File: config.mk
export PLATFORM = sky130hd
export DESIGN_NAME = innerloop_cmd_issuer
export DESIGN_NICKNAME = d
export VERILOG_FILES = /design/src/rtl/innerloop_cmd_issuer.sv
export SDC_FILE = /design/constraint.sdc
export NUM_CORES = 1
export LEC_CHECK = 0
export ABC_AREA = 1
export ABC_CLOCK_PERIOD_IN_PS = 7320
export CORE_UTILIZATION = 50
export DETAILED_ROUTE_END_ITERATION = 12
export GPL_TIMING_DRIVEN = 0
export PLACE_DENSITY_LB_ADDON = 0.15
export REMOVE_ABC_BUFFERS = 1
export SETUP_SLACK_MARGIN = 0.5
export SKIP_LAST_GASP = 1
export SLEW_MARGIN = 20
export SYNTH_ARGS = -nofsm -noshare
export SYNTH_HDL_FRONTEND = slang
export SYNTH_SLANG_ARGS = --single-unit
File: constraint.sdc
create_clock -name ap_clk -period 7.32 [get_ports ap_clk]
set_clock_uncertainty 0.2 [all_clocks]
set_input_delay 1.464 -clock ap_clk [delete_from_list [all_inputs] [get_ports ap_clk]]
set_output_delay 1.464 -clock ap_clk [all_outputs]
set_load 0.1 [all_outputs]
File: src/rtl/innerloop_cmd_issuer.sv
// Initiator side of the innerloop ap_ctrl_hs handshake: queues loop commands, issues them one at a
// time to the callee, waits for completion (with optional timeout) and returns one result per command.
module innerloop_cmd_issuer #(
  parameter int LEN_DWIDTH = 32,
  parameter int INC_DWIDTH = 29,
  parameter int CMD_DEPTH  = 4,
  parameter int TIMEOUT_W  = 16
) (
  input  logic                    ap_clk,
  input  logic                    ap_rstn,
  // Command and result ports use valid/ready: a beat transfers on a clock edge where both are high;
  // the producer holds valid and payload stable until that edge.
  input  logic                    cmd_valid,
  output logic                    cmd_ready,
  input  logic [LEN_DWIDTH-1:0]   cmd_init,
  input  logic [LEN_DWIDTH-1:0]   cmd_len,
  input  logic [INC_DWIDTH+2:0]   cmd_inc,
  input  logic [TIMEOUT_W-1:0]    timeout_cycles,
  output logic                    res_valid,
  input  logic                    res_ready,
  output logic [31:0]             res_return,
  output logic [31:0]             res_cnt,
  output logic                    res_timeout,
  output logic                    busy,
  output logic                    ap_start,
  input  logic                    ap_ready,
  input  logic                    ap_done,
  input  logic                    ap_idle,
  input  logic [31:0]             ap_return,
  output logic [LEN_DWIDTH-1:0]   loop_init,
  output logic [LEN_DWIDTH-1:0]   loop_len,
  output logic [INC_DWIDTH+2:0]   loop_inc,
  input  logic [31:0]             loop_cnt,
  output logic [2:0]              dbg_state
);

  localparam int PTR_W = $clog2(CMD_DEPTH);

  typedef enum logic [2:0] {
    S_IDLE  = 3'd0,
    S_START = 3'd1,
    S_WAIT  = 3'd2,
    S_PUSH  = 3'd3,
    S_DRAIN = 3'd4
  } state_t;

  state_t                state;
  logic [LEN_DWIDTH-1:0] mem_init [CMD_DEPTH];
  logic [LEN_DWIDTH-1:0] mem_len  [CMD_DEPTH];
  logic [INC_DWIDTH+2:0] mem_inc  [CMD_DEPTH];
  logic [PTR_W:0]        wr_ptr;
  logic [PTR_W:0]        rd_ptr;
  logic                  fifo_empty;
  logic                  fifo_full;
  logic                  push;
  logic [TIMEOUT_W-1:0]  wait_cnt;
  logic                  timeout_hit;
  logic                  drain_pending;

  // Pointers carry one extra wrap bit so full and empty are distinguishable.
  assign fifo_empty = (wr_ptr == rd_ptr);
  assign fifo_full  = (wr_ptr[PTR_W] != rd_ptr[PTR_W]) &&
                      (wr_ptr[PTR_W-1:0] == rd_ptr[PTR_W-1:0]);
  assign cmd_ready  = ~fifo_full;
  assign push       = cmd_valid & cmd_ready;
  assign busy       = (state != S_IDLE) || !fifo_empty;
  assign dbg_state  = state;

  assign timeout_hit = (timeout_cycles != '0) &&
                       (wait_cnt == timeout_cycles - TIMEOUT_W'(1));

  always_ff @(posedge ap_clk) begin
    if (push) begin
      mem_init[wr_ptr[PTR_W-1:0]] <= cmd_init;
      mem_len[wr_ptr[PTR_W-1:0]]  <= cmd_len;
      mem_inc[wr_ptr[PTR_W-1:0]]  <= cmd_inc;
    end
  end

  always_ff @(posedge ap_clk or negedge ap_rstn) begin
    if (!ap_rstn) begin
      wr_ptr <= '0;
    end else if (push) begin
      wr_ptr <= wr_ptr + 1'b1;
    end
  end

  always_ff @(posedge ap_clk or negedge ap_rstn) begin
    if (!ap_rstn) begin
      state         <= S_IDLE;
      ap_start      <= 1'b0;
      loop_init     <= '0;
      loop_len      <= '0;
      loop_inc      <= '0;
      res_valid     <= 1'b0;
      res_return    <= '0;
      res_cnt       <= '0;
      res_timeout   <= 1'b0;
      rd_ptr        <= '0;
      wait_cnt      <= '0;
      drain_pending <= 1'b0;
    end else begin
      case (state)
        S_IDLE: begin
          if (!fifo_empty && ap_idle) begin
            loop_init <= mem_init[rd_ptr[PTR_W-1:0]];
            loop_len  <= mem_len[rd_ptr[PTR_W-1:0]];
            loop_inc  <= mem_inc[rd_ptr[PTR_W-1:0]];
            ap_start  <= 1'b1;
            state     <= S_START;
          end
        end
        S_START: begin
          if (ap_ready) begin
            ap_start <= 1'b0;
            rd_ptr   <= rd_ptr + 1'b1;
            wait_cnt <= '0;
            if (ap_done) begin
              res_return  <= ap_return;
              res_cnt     <= loop_cnt;
              res_timeout <= 1'b0;
              res_valid   <= 1'b1;
              state       <= S_PUSH;
            end else begin
              state <= S_WAIT;
            end
          end
        end
        S_WAIT: begin
          wait_cnt <= wait_cnt + 1'b1;
          if (ap_done) begin
            res_return  <= ap_return;
            res_cnt     <= loop_cnt;
            res_timeout <= 1'b0;
            res_valid   <= 1'b1;
            state       <= S_PUSH;
          end else if (timeout_hit) begin
            // Callee still owns the command; its eventual ap_done must be swallowed.
            res_return    <= '0;
            res_cnt       <= '0;
            res_timeout   <= 1'b1;
            res_valid     <= 1'b1;
            drain_pending <= 1'b1;
            state         <= S_PUSH;
          end
        end
        S_PUSH: begin
          if (ap_done) begin
            drain_pending <= 1'b0;
          end
          if (res_ready) begin
            res_valid <= 1'b0;
            state     <= (drain_pending && !ap_done) ? S_DRAIN : S_IDLE;
          end
        end
        S_DRAIN: begin
          if (ap_done) begin
            drain_pending <= 1'b0;
            state         <= S_IDLE;
          end
        end
        default: state <= S_IDLE;
      endcase
    end
  end

endmodule

==> impl_metrics.env <==
export IMPL_post_cts_resized_instances=0
export IMPL_final_hold_viol_count=0
export IMPL_critPathArrivalTime_ps=3160
export IMPL_status="complete, no violations"
export IMPL_ios=351
export IMPL_clock_pin_slew_on_the_worst_setup_and_hold_paths_ps=60
export IMPL_post_drt_wl_per_cell_um=19.5
export IMPL_maxCapViolations=0
export IMPL_clock_tree_buffer_depth=3
export IMPL_design_die_area_um2=46700
export IMPL_cts_num_sinks=573
export IMPL_worst_slew_pin_transition_ps=1110
export IMPL_areaGrowthSynthToFinish_pct=28.6
export IMPL_timing_final_max_slew_violations=0
export IMPL_final_min_clock_period_ps=4830
export IMPL_cts_tree="built"
export IMPL_placement_rows=78
export IMPL_clkLatencyLatePin_ps=620
export IMPL_inserted_clock_buffers=58
export IMPL_timing_critical_path_to_type="output port"
export IMPL_hpwl_mm=34.8
export IMPL_setup_worst_path_start_class="flop"
export IMPL_path_class="reg2out"
export IMPL_layout_cells_most_common_list="edfxtp_1 (384), clkdlybuf4s50_1 (349), nor2_1 (299), nand2_1 (232), o21ai_0 (208)"
export IMPL_gp_routability_congestion=0.852
export IMPL_synth_seq_area_share_pct=70.9
export IMPL_post_route_cells_drive_above_1_share_pct=10.3
export IMPL_total_core_area_um2=45300
export IMPL_detailedRoute_firstPassIterationCount=7
export IMPL_detailedRoute_firstIterationViolations=1229
export IMPL_multiInputGateArea_um2=5820
export IMPL_fin_setup_tns_ps=0
export IMPL_synthesis_yosys_warnings=0
export IMPL_port_buffers=350
export IMPL_synth_enable_flop_cells=384
export IMPL_antenna_found_initial=8
export IMPL_drt_wl_total_mm=56.2
export IMPL_cts_root_buf="clkbuf_16"
export IMPL_final_core_utilization_pct=65.1
export IMPL_filler_cell_count=3411
export IMPL_synth_main_ff_cell="edfxtp_1"
export IMPL_floorplan_initialDensity_pct=50.7
export IMPL_place_ws_ps=1910
export IMPL_overflow=0
export IMPL_detail_route_antenna_nets=0
export IMPL_layout_cells_most_common="edfxtp_1"
export IMPL_crit_path_max_fanout=43
export IMPL_drt_drc_violations_left=0
export IMPL_setup_viol=0
export IMPL_postPlaceCellArea_um2=27700
export IMPL_htree_num_levels=2
export IMPL_post_synth_cell_area_avg_um2=12.1
export IMPL_number_of_global_route_vias_before_repair=15500
export IMPL_rsz0062_at_grt="false"
export IMPL_die_h_um=216
export IMPL_worst_ep_required_time_ps=5660
export IMPL_synth_area_um2=22900
export IMPL_die_x_um=216
export IMPL_grt_first_pass_wirelength_mm=86.8
export IMPL_groute_usage_overall_pct=23.9
export IMPL_yosys_cell_types_count=34
export IMPL_cts_hold_fix_buffers=0
export IMPL_timing_hold_worst_class="reg2reg"
export IMPL_fin_area_um2=29500
export IMPL_synthArstFlopShare_pct=33.0
export IMPL_postSynthCellCount=1895
export IMPL_final_critical_path_setup_slack_ps=2490
export IMPL_pin_count_of_the_biggest_net_entering_global_routing=125
export IMPL_sequential_cell_area_in_the_final_layout_um2=16300
export IMPL_via_count=15700
export IMPL_cts_repair_timing_setup_buffer_count=0
export IMPL_slew_headroom_pct=25.5
export IMPL_avgViaCountPerCell=5.43
export IMPL_final_min_period_over_clock_period_pct=65.9
export IMPL_finish_net_count=2421
export IMPL_yosys_register_bits=573
export IMPL_max_freq_ghz=0.207
[kinds of logic (layout without fill, tap and decap cells)]
| family | count (synthesis) | in the layout | share of synthesized area [%] |
|---|---|---|---|
| xor gates and xnor gates | 16 | 16 | 0.611 |
| DFF | 573 | 573 | 70.9 |
| and+or+nand+nor | 645 | 645 | 11.6 |
| AOI/OAI and AO/OA | 323 | 323 | 7.68 |
| other | 0 | 3 | 0 |
| adders and majority gates | 7 | 7 | 0.382 |
| buffers and inverters | 233 | 619 | 4.05 |
| muxes | 98 | 98 | 4.80 |
[per-stage QoR]
| step | cells | hold WS, ps |
|---|---|---|
| after floorplan | 1787 | 262 |
| after global placement | 2737 | 253 |
| after detailed placement | 2771 | 258 |
| after CTS | 2881 | 272 |
| after global routing | 2881 | 292 |
| final | 2884 | 268 |
[cells in the mapped netlist (11+ instances only)]
library cell	n	area, um^2
edfxtp_1	384	11500
nor2_1	304	1140
nand2_1	233	875
o21ai_0	208	1040
dfrtp_1	189	4730
inv_1	122	458
o22ai_1	102	638
mux2_2	96	1080
clkbuf_1	75	282
nand4_1	68	425
nand3_1	27	135
buf_2	17	85.1
buf_1	11	41.3
[critical path, stage by stage (launching register included)]
cell and delay, ps:
dfrtp_4 640, inv_6 360, nand2_1 90, a21oi_1 270
nand3_1 120, clkdlybuf4s50_1 1020
[registers in the layout (all words and copies together) (netlist names)]
name / cells
wait_cnt: 16
mem_len: 128
drain_pending: 1
res_cnt: 32
loop_len: 32
mem_init: 128
rd_ptr: 3
loop_init: 32
res_return: 32
ap_start: 1
dbg_state: 3
loop_inc: 32
res_timeout: 1
wr_ptr: 3
res_valid: 1
mem_inc: 128
[path summary, 6_finish.rpt]
path | startpoint | slack (ps) | to | depth (start not counted)
setup / recovery | rd_ptr[1] | 2490 | busy | 5
hold / removal | res_cnt[12] | 270 | res_cnt[12] | 2
setup reg to reg | rd_ptr[0] | 3810 | mem_inc[0][16] | 9
hold reg to reg | res_cnt[12] | 270 | res_cnt[12] | 2
max in group asynchronous | ap_rstn | 5520 | res_return[13] | 2
min in group asynchronous | ap_rstn | 590 | res_cnt[12] | 1
[cell type report]
cell class                 count  area share [%]
antenna                        3          0.0255
multi-input combinational   1089            19.7
timing repair buffer         384            14.7
clock buffer                  84            5.60
sequential                   573            55.2
tap                          600            2.55
inverter                     125            1.64
clock inverter                26           0.577
[routing by layer]
layer | track usage, % | wire [um] | up-vias
met4 | 7.32 | 1290 | 8
met5 | 0 | 57 | -
met1 | 31.4 | 23600 | 7749
met2 | 39.4 | 27100 | 476
met3 | 5.87 | 4170 | 98
li1 | - | - | 7335
Power is left out: the tool's default activity adds up to more than one toggle a clock period on the data nets, which glitch-free logic cannot reach.
